$ cat config.mk
export PLATFORM = sky130hd
export DESIGN_NAME = angle_interp_flat
export DESIGN_NICKNAME = d
export VERILOG_FILES = /design/src/rtl/angle_interp_pkg.sv /design/src/rtl/angle_interp_if.sv /design/src/rtl/angle_interp_subdiv.sv /design/src/rtl/angle_interp.sv /design/src/flat_wrapper.sv
export SDC_FILE = /design/constraint.sdc
export NUM_CORES = 1
export LEC_CHECK = 0
export BUFFER_PORTS_ARGS = -buffer_cell sky130_fd_sc_hd__buf_4
export CAP_MARGIN = 30
export CORE_ASPECT_RATIO = 1.25
export CORE_MARGIN = 8
export CORE_UTILIZATION = 55
export DETAILED_ROUTE_END_ITERATION = 6
export PLACE_DENSITY = 0.81
export SYNTH_ARGS = -nofsm -noshare
export SYNTH_HDL_FRONTEND = slang
export SYNTH_SLANG_ARGS = --single-unit
$ cat constraint.sdc
create_clock -name clk -period 5.7 [get_ports clk]
set_input_delay 0.57 -clock clk [delete_from_list [all_inputs] [get_ports clk]]
set_output_delay 0.57 -clock clk [all_outputs]
set_load 0.02 [all_outputs]
$ cat src/rtl/angle_interp_pkg.sv
// Shared types and constants for the wheel angle interpolator.
package angle_interp_pkg;

    // Tracking state: waiting for a zero, waiting for the first full slot, tracking.
    typedef enum logic [1:0] {
        IDLE  = 2'd0,
        SYNC  = 2'd1,
        TRACK = 2'd2
    } state_e;

    localparam int STEP_W  = 16;
    localparam int SUB_W   = 32;
    localparam int SPEED_W = 32;

    localparam int DEF_TEETH      = 120;
    localparam int DEF_SUB_DIV    = 16;
    localparam int DEF_MAX_PERIOD = 2000000;

endpackage

$ cat src/rtl/angle_interp_if.sv
// Edge/zero inputs and angle outputs between motor_top, the interpolator and its consumers.
interface angle_interp_if;

    logic                                   motor_enable;
    logic                                   wheel_edge;
    logic                                   real_zero_flag;
    logic [angle_interp_pkg::STEP_W-1:0]    step_cnt;
    logic [angle_interp_pkg::SUB_W-1:0]     sub_cnt;
    logic [angle_interp_pkg::SPEED_W-1:0]   speed_cnt;
    logic                                   angle_valid;
    logic                                   sync_err;

    modport master (
        output motor_enable, wheel_edge, real_zero_flag,
        input  step_cnt, sub_cnt, speed_cnt, angle_valid, sync_err
    );

    modport slave (
        input  motor_enable, wheel_edge, real_zero_flag,
        output step_cnt, sub_cnt, speed_cnt, angle_valid, sync_err
    );

endinterface

$ cat src/rtl/angle_interp_subdiv.sv
// Divider-free sub-slot extrapolation: adds SUB_DIV per cycle and emits a tick
// each time the running sum crosses the previous slot period P.
module angle_subdiv
    import angle_interp_pkg::*;
#(
    parameter int SUB_DIV = DEF_SUB_DIV
) (
    input  logic               clk,
    input  logic               rst,
    input  logic               clear_i,
    input  logic               enable_i,
    input  logic [SPEED_W-1:0] period_i,
    output logic [SUB_W-1:0]   sub_cnt_o,
    output logic               tick_o
);

    localparam logic [SUB_W-1:0] SUB_MAX = SUB_W'(SUB_DIV - 1);

    logic [32:0]      acc_q, acc_d;
    logic [SUB_W-1:0] sub_q, sub_d;
    logic [33:0]      acc_inc;
    logic [33:0]      period_ext;

    // Accumulator step; clear wins over a tick landing in the same cycle.
    always_comb begin
        acc_inc    = {1'b0, acc_q} + 34'(SUB_DIV);
        period_ext = {2'b00, period_i};
        acc_d      = acc_q;
        sub_d      = sub_q;
        tick_o     = 1'b0;
        if (clear_i) begin
            acc_d = '0;
            sub_d = '0;
        end else if (enable_i) begin
            if (acc_inc >= period_ext) begin
                acc_d = 33'(acc_inc - period_ext);
                // A slowing wheel parks at the last sub-step until the next edge.
                if (sub_q != SUB_MAX) begin
                    sub_d  = sub_q + SUB_W'(1);
                    tick_o = 1'b1;
                end
            end else begin
                acc_d = 33'(acc_inc);
            end
        end
    end

    // Accumulator and sub-step registers.
    always_ff @(posedge clk or posedge rst) begin
        if (rst) begin
            acc_q <= '0;
            sub_q <= '0;
        end else begin
            acc_q <= acc_d;
            sub_q <= sub_d;
        end
    end

    assign sub_cnt_o = sub_q;

endmodule

$ cat src/rtl/angle_interp.sv
// Absolute wheel angle tracker: slot index from wheel edges, sub-slot position
// extrapolated from the last slot period, zero/stall supervision.
module angle_interp
    import angle_interp_pkg::*;
#(
    parameter int TEETH      = DEF_TEETH,
    parameter int SUB_DIV    = DEF_SUB_DIV,
    parameter int MAX_PERIOD = DEF_MAX_PERIOD
) (
    input  logic          clk,
    input  logic          rst,
    angle_interp_if.slave bus
);

    localparam logic [SPEED_W-1:0] PMAX      = SPEED_W'(MAX_PERIOD);
    localparam logic [STEP_W-1:0]  STEP_LAST = STEP_W'(TEETH - 1);

    state_e             state_q, state_d;
    logic [SPEED_W-1:0] period_q, period_d;
    logic [SPEED_W-1:0] p_q, p_d;
    logic [SPEED_W-1:0] speed_q, speed_d;
    logic [STEP_W-1:0]  step_q, step_d;
    logic               valid_q, valid_d;
    logic               serr_q, serr_d;

    logic               sub_clr;
    logic               sub_en;
    logic               sub_tick;
    logic               stall;
    logic               edge_ok;

    // Cycles since the last wheel edge; restarts at 1 on an edge, saturates at the stall limit.
    always_comb begin
        period_d = period_q;
        if (bus.wheel_edge)
            period_d = SPEED_W'(1);
        else if (period_q != PMAX)
            period_d = period_q + SPEED_W'(1);
    end

    assign stall = (period_q == PMAX) && !bus.wheel_edge;

    // Sub ticks only run while tracking, and an edge in the same cycle suppresses them.
    assign sub_en = (state_q == TRACK) && bus.motor_enable && !bus.wheel_edge;

    // Next-state, slot index and strobe logic.
    always_comb begin
        state_d = state_q;
        step_d  = step_q;
        p_d     = p_q;
        speed_d = speed_q;
        valid_d = 1'b0;
        serr_d  = 1'b0;
        sub_clr = 1'b0;
        edge_ok = 1'b0;
        if (!bus.motor_enable) begin
            state_d = IDLE;
        end else begin
            case (state_q)
                IDLE: begin
                    if (bus.wheel_edge && bus.real_zero_flag) begin
                        state_d = SYNC;
                        step_d  = '0;
                        sub_clr = 1'b1;
                    end
                end
                SYNC: begin
                    if (bus.wheel_edge) begin
                        edge_ok = 1'b1;
                        state_d = TRACK;
                        if (bus.real_zero_flag) begin
                            step_d = '0;
                            serr_d = (STEP_LAST != '0);
                        end else begin
                            step_d = STEP_W'(1);
                        end
                    end else if (stall) begin
                        serr_d  = 1'b1;
                        speed_d = PMAX;
                        state_d = IDLE;
                    end
                end
                TRACK: begin
                    if (bus.wheel_edge) begin
                        if (bus.real_zero_flag) begin
                            // Zero seen: resync, complain only if it is not where we expected.
                            edge_ok = 1'b1;
                            step_d  = '0;
                            serr_d  = (step_q != STEP_LAST);
                        end else if (step_q == STEP_LAST) begin
                            // Zero missing after the last slot: drop tracking, hold outputs.
                            serr_d  = 1'b1;
                            state_d = IDLE;
                        end else begin
                            edge_ok = 1'b1;
                            step_d  = step_q + STEP_W'(1);
                        end
                    end else if (stall) begin
                        serr_d  = 1'b1;
                        speed_d = PMAX;
                        state_d = IDLE;
                    end
                end
                default: state_d = IDLE;
            endcase
        end
        if (edge_ok) begin
            p_d     = period_q;
            speed_d = period_q;
            sub_clr = 1'b1;
            valid_d = 1'b1;
        end
        if (sub_tick)
            valid_d = 1'b1;
    end

    // State and output registers.
    always_ff @(posedge clk or posedge rst) begin
        if (rst) begin
            state_q  <= IDLE;
            period_q <= '0;
            p_q      <= '0;
            speed_q  <= '0;
            step_q   <= '0;
            valid_q  <= 1'b0;
            serr_q   <= 1'b0;
        end else begin
            state_q  <= state_d;
            period_q <= period_d;
            p_q      <= p_d;
            speed_q  <= speed_d;
            step_q   <= step_d;
            valid_q  <= valid_d;
            serr_q   <= serr_d;
        end
    end

    angle_subdiv #(
        .SUB_DIV (SUB_DIV)
    ) u_subdiv (
        .clk       (clk),
        .rst       (rst),
        .clear_i   (sub_clr),
        .enable_i  (sub_en),
        .period_i  (p_q),
        .sub_cnt_o (bus.sub_cnt),
        .tick_o    (sub_tick)
    );

    assign bus.step_cnt    = step_q;
    assign bus.speed_cnt   = speed_q;
    assign bus.angle_valid = valid_q;
    assign bus.sync_err    = serr_q;

endmodule

$ cat src/flat_wrapper.sv
// flat-port wrapper written by rule: the top's interface ports become plain ports
module angle_interp_flat import angle_interp_pkg::*;
#(
    parameter int TEETH      = DEF_TEETH,
    parameter int SUB_DIV    = DEF_SUB_DIV,
    parameter int MAX_PERIOD = DEF_MAX_PERIOD
)
  (clk, rst, bus_motor_enable, bus_wheel_edge, bus_real_zero_flag, bus_step_cnt, bus_sub_cnt, bus_speed_cnt, bus_angle_valid, bus_sync_err);
  angle_interp_if bus_i ();
  input  logic clk;
  input  logic rst;
  input wire logic [$bits(bus_i.motor_enable)-1:0] bus_motor_enable;
  input wire logic [$bits(bus_i.wheel_edge)-1:0] bus_wheel_edge;
  input wire logic [$bits(bus_i.real_zero_flag)-1:0] bus_real_zero_flag;
  output wire logic [$bits(bus_i.step_cnt)-1:0] bus_step_cnt;
  output wire logic [$bits(bus_i.sub_cnt)-1:0] bus_sub_cnt;
  output wire logic [$bits(bus_i.speed_cnt)-1:0] bus_speed_cnt;
  output wire logic [$bits(bus_i.angle_valid)-1:0] bus_angle_valid;
  output wire logic [$bits(bus_i.sync_err)-1:0] bus_sync_err;
  assign bus_i.motor_enable = bus_motor_enable;
  assign bus_i.wheel_edge = bus_wheel_edge;
  assign bus_i.real_zero_flag = bus_real_zero_flag;
  assign bus_step_cnt = bus_i.step_cnt;
  assign bus_sub_cnt = bus_i.sub_cnt;
  assign bus_speed_cnt = bus_i.speed_cnt;
  assign bus_angle_valid = bus_i.angle_valid;
  assign bus_sync_err = bus_i.sync_err;
  angle_interp #(.TEETH(TEETH), .SUB_DIV(SUB_DIV), .MAX_PERIOD(MAX_PERIOD)) u_core (.clk(clk), .rst(rst), .bus(bus_i));
endmodule
After elaboration in Yosys (flattened, before gate mapping)
Cells that the tools add are included.
{"block": "totals", "register_bits": 181, "in_bits": 5, "out_inout_bits": 82, "wordCells": 102}
{"block": "classes", "n_addsub": 5, "magnitude_cmp": 1, "n_eq_ne": 15, "n_mux": 53, "reduce_logical": 19}
{"op": "two-way mux 32 bit", "n": 11}
{"op": "two-way mux 33 bit", "n": 3}
{"op": "two-way mux 16 bit", "n": 5}
{"op": "adder 32 x 1 -> 32 bit (second input constant)", "n": 2}
{"op": "case mux 16 bit (3 select lines)", "n": 1}
{"op": "adder 33 x 5 -> 34 bit (second input constant)", "n": 1}
{"op": ">= comparator 34 x 32 -> 1 bit", "n": 1}
{"op": "subtractor 33 x 32 -> 33 bit", "n": 1}
{"op": "equality test 32 x 21 -> 1 bit (second input constant)", "n": 1}
{"op": "!= test 32 x 21 -> 1 bit (second input constant)", "n": 1}
{"op": "!= test 32 x 4 -> 1 bit (second input constant)", "n": 1}
{"op": "two-way mux 1 bit", "n": 23}
{"op": "adder 16 x 1 -> 16 bit (second input constant)", "n": 1}
{"op": "equality test 16 x 7 -> 1 bit (second input constant)", "n": 1}
{"op": "!= test 16 x 7 -> 1 bit (second input constant)", "n": 1}
{"op": "two-way mux 2 bit", "n": 7}
{"op": "nonzero test 2 bit", "n": 7}
{"op": "!= test 4 bit (second input constant)", "n": 2}
{"op": "case mux 2 bit (3 select lines)", "n": 1}
{"op": "AND reduction 3 bit", "n": 2}
{"op": "AND reduction 6 bit", "n": 1}
{"op": "logical AND 1 bit", "n": 4}
{"op": "!= test 2 x 1 -> 1 bit (second input constant)", "n": 2}
{"op": "!= test 2 bit (second input constant)", "n": 2}
{"op": "10 further kinds", "n": 11}

Logic depth before layout (Yosys ltp)
{"block": "depth", "word_depth": 9, "ltp_mapped": 18, "ltp_nobuf": 16}

Modules after synthesis
Synthesis repeated with hierarchy kept, for this count alone.
{"block": "unflattened", "hier_cells": 1282, "hier_area_um2": 11146.9}
{"mod": "angle_subdiv", "n_inst": 1, "cells_each": 718, "area_each_um2": 5763.0, "seq_area_each_um2": 1626.6}
{"mod": "angle_interp", "n_inst": 1, "cells_each": 564, "area_each_um2": 5383.9, "seq_area_each_um2": 2902.8}

Worst setup path before layout
No wires, ideal clock.
{"block": "synth_timing", "path_type": "reg2reg", "startpoint": "register u_core.u_subdiv.acc_q[4]", "endpoint": "register u_core.u_subdiv.sub_q[28] (netlist: u_core.u_subdiv.sub_cnt_o[28])", "setup_ns": 0.081, "arrival_time_ns": 4.151, "required_ns": 5.619, "setup_slack_ns": 1.468, "stages_incl_launch_ff": 18, "path_buffers": 1, "period_less_slack_ns": 4.232, "path_cell_list": "dfrtp_1 ha_1 nand4_2 nor4_1 nand2b_1 nor2_1 xor2_1 ha_1 nand3_1 nor2_1 nor4b_1 a21oi_1 and3_1 buf_6 a211oi_4 nand2_2 or3_1 a21oi_1"}
{"block": "synth_between", "elab_chain_cells": 4}
{"element": "start: declaration", "line": "angle_interp_subdiv.sv:19", "text": "logic [32:0] acc_q, acc_d;"}
{"element": "start signal: assignment", "line": "angle_interp_subdiv.sv:51", "text": "acc_q <= '0;"}
{"element": "start signal: assignment", "line": "angle_interp_subdiv.sv:54", "text": "acc_q <= acc_d;"}
{"element": "adder 33 x 5 -> 34 bit", "line": "angle_interp_subdiv.sv:26", "text": "acc_inc = {1'b0, acc_q} + 34'(SUB_DIV);"}
{"element": ">= comparator 34 x 32 -> 1 bit", "line": "angle_interp_subdiv.sv:35", "text": "if (acc_inc >= period_ext) begin"}
{"element": "nonzero test 2 bit (no source line)"}
{"element": "AND reduction 3 bit (no source line)"}
{"element": "end signal: assignment", "line": "angle_interp_subdiv.sv:55", "text": "sub_q <= sub_d;"}
{"element": "end: declaration", "line": "angle_interp_subdiv.sv:20", "text": "logic [SUB_W-1:0] sub_q, sub_d;"}
Every way passes these cells.
A chain may end at the register's enable or synchronous reset.

Final worst setup path
{"block": "layout_timing", "startpoint": "register u_core.u_subdiv.acc_q[13]", "endpoint": "register u_core.u_subdiv.sub_q[9] (netlist: u_core.u_subdiv.sub_cnt_o[9])"}
Same word-level chain as after synthesis.

==> impl_metrics.ini <==
[grt]
grt_usage = 0.230
antenna_found_initial = 0
grt_remaining_overflow = 0
grt_max_degree = 86
grt_pass1_vias = 9141
grt_first_pass_wirelength_um = 44700

[die]
dieWidth_um = 140
die_area_um2 = 23900
io_pins = 87
core_area_um2 = 18800
rows = 56
die_h_um = 171
initial_core_util = 0.562

[timing]
skew_ps = 14.9
hold_violations = 0
relSlewSlack = 0.341
period_minus_slack_ps = 4760
finalSetupViolations = 0
max_freq_ghz = 0.210
worstMarginPinSlew_ps = 988
fin_hold_ws_ps = 250
fin_tns_setup_ps = 0
drv_slew = 0
period_share = 0.835
rsz0062_at_grt = no

[clock_tree]
cts_buffer_depth = 2
cts_max_level = 4
cts_resized = 0
numCtsBuffers = 17
cts_tree = built
cts_setup_buffers = 0
clkTransAtPathRegs_ps = 80
cts_sinks = 181
hold_buffers = 0
cts-root-buf = clkbuf_16
clock_latency_ps = 450

[layout]
drive_gt1_frac = 0.117
final_net_count = 1328
n_fill_cell = 1554
post-route-util = 0.638
synthToLayoutAreaGrowth_pct = 13.6
design_area_um2 = 12000
diodes = 0

[worst_setup_path]
reg2regPathDepth = 14
crit_type = flip-flop to flip-flop
cp_data_arrival_time_ps = 5080
worstReg2RegEnd = u_core.u_subdiv.sub_cnt_o[9]
cp_data_required_time_ps = 6020
end_kind = flip-flop
critPathMaxFanout = 21
reg2reg_from = u_core.u_subdiv.acc_q[13]
rrSetupSlack_ps = 940
crit_path_start_kind = flip-flop

[detailed_routing]
dr.first_iter.drc_count = 655
drt_wl_total_um = 26800
avgViaCountPerCell = 6.01
dr.pass1.iters = 5
final_antenna_net_count = 0
remaining_drc_errors = 0
post_drt_wl_per_cell_um = 17.6
route.vias.total = 9167

[yosys]
async_flop_share = 1.00
synth_edf_count = 0
ys_seq_area_frac = 0.429
avgSynthCellArea_um2 = 8.70
synth_ff_type = dfrtp_1
syn_nets = 1261
synthDistinctLibCells = 71
synthCells = 1213
ys_warn_count = 0
ys_ff_latch = 181
synth_area_um2 = 10600

[run_status]
status = finished, final reports clean

[pwr]
power_density_nw_per_um2 = 355
total_power_mw = 4.25
leakagePower_nw = 5.66
ir_drop_uv = 191

[place]
place_area_um2 = 11400
gp_congestion = 0.939
hpwl_um = 19300
port_buffers = 86

[job]
drv_cap = 0

[min_path]
min_path_type = input pin to async pin
how the worst max path moves through the flow:
stage                                         to                       from  cells after the start  slack (ps)
floorplan                 u_core.bus.angle_valid                        rst                      1         210
global placement    u_core.u_subdiv.sub_cnt_o[9]  u_core.u_subdiv.acc_q[12]                     14        1180
detailed placement  u_core.u_subdiv.sub_cnt_o[9]  u_core.u_subdiv.acc_q[13]                     14        1030
CTS                 u_core.u_subdiv.sub_cnt_o[9]  u_core.u_subdiv.acc_q[13]                     14        1040
global route            u_core.u_subdiv.acc_q[4]  u_core.u_subdiv.acc_q[12]                     14         600
finish              u_core.u_subdiv.sub_cnt_o[9]  u_core.u_subdiv.acc_q[13]                     14         940
cells by family (layout without fill, tap and decap cells):
| group | Yosys count | after routing | synth area share |
|---|---|---|---|
| AOI/OAI and AO/OA | 271 | 271 | 0.153 |
| xor gates and xnor gates | 107 | 107 | 0.0888 |
| and+or+nand+nor | 487 | 487 | 0.226 |
| DFF | 181 | 181 | 0.429 |
| adders and majority gates | 43 | 43 | 0.0517 |
| muxes | 6 | 6 | 0.00569 |
| buffers and inverters | 118 | 198 | 0.0452 |
critical path, cell delays in order, from the launching register on:
cell       delay, ps
dfrtp_1          450
nand4_2          210
nor4_1           780
nand3_1          180
xnor2_1          220
ha_1             330
nand2_1          150
nor3_1            90
a211o_1          280
a221o_1          340
o2111ai_2        430
and2_1           780
nor3_1           170
xnor2_1          170
nor2_1            50
cell type report:
type                            instances  area (µm²)  share of cell area
Clock buffer                           17         425              0.0355
Multi-Input combinational cell        914        5550               0.463
Clock inverter                         15         203              0.0169
Tap cell                              232         290              0.0242
Timing Repair Buffer                   96         721              0.0601
Sequential cell                       181        4530               0.378
Inverter                               70         268              0.0223
cell usage after synthesis, drive strengths merged (7+ instances only):
cell type  number  area, µm²
dfrtp         181       4530
or3            20        125
and2            7       43.8
clkbuf         36        135
and3           15       93.8
o21ai         118        591
nand2         171        654
a21oi          72        360
nand4          34        231
xnor2          52        455
or2             7       43.8
nand2b          7       43.8
xor2           55        482
a21o           13       97.6
nor3           29        155
nor2          102        390
a211oi          7       70.1
nor2b           7       43.8
inv            70        263
nand3          47        235
buf            12       78.8
ha             42        526
and4           11       96.3
nor4           16        113
power by group:
| group | internal (mW) | switching (mW) | leakage (nW) |
|---|---|---|---|
| Combinational | 0.546 | 0.957 | 2.88 |
| Sequential | 1.44 | 0.0761 | 2.47 |
| Clock | 0.639 | 0.593 | 0.304 |
state kept, by name, summed over array words and instances (netlist names):
register	flops
u_core.bus.sync_err	1
u_core.bus.speed_cnt	32
u_core.state_q	2
u_core.p_q	32
u_core.bus.angle_valid	1
u_core.u_subdiv.sub_cnt_o	32
u_core.bus.step_cnt	16
u_core.period_q	32
u_core.u_subdiv.acc_q	33
through the flow:
step           setup slack [ps]  cells
2_1_floorplan               215   1213
3_3_place_gp               1180   1493
3_5_place_dp               1030   1493
4_1_cts                    1040   1525
5_1_grt                     603   1525
6_report                    941   1525
layout by cell type (no fill, tap or decap), drive strengths merged, types with 4 or more instances in the layout:
cell	n
o21ai	118
and3	15
nand3	47
nor2b	7
nand2b	7
o22ai	6
a21oi	72
xnor2	52
a31oi	6
a211oi	7
or3	20
or2	7
ha	42
clkbuf	17
o22a	6
a21o	13
buf	96
a22oi	5
xor2	55
and4	11
nand4	34
nand2	171
mux2i	6
dfrtp	181
a22o	4
nor2	102
inv	77
nor4	16
clkinv	7
o31ai	4
and2	7
nor3	29
layer usage:
layer / global-route usage / vias up / part of all wire
met3: 0.0449 / 76 / 0.061
li1: - / 4378 / -
met2: 0.385 / 310 / 0.49
met1: 0.277 / 4403 / 0.41
met5: 0 / - / 0
met4: 0.122 / 0 / 0.039
Note: power is estimated with default switching activity, not from simulation.
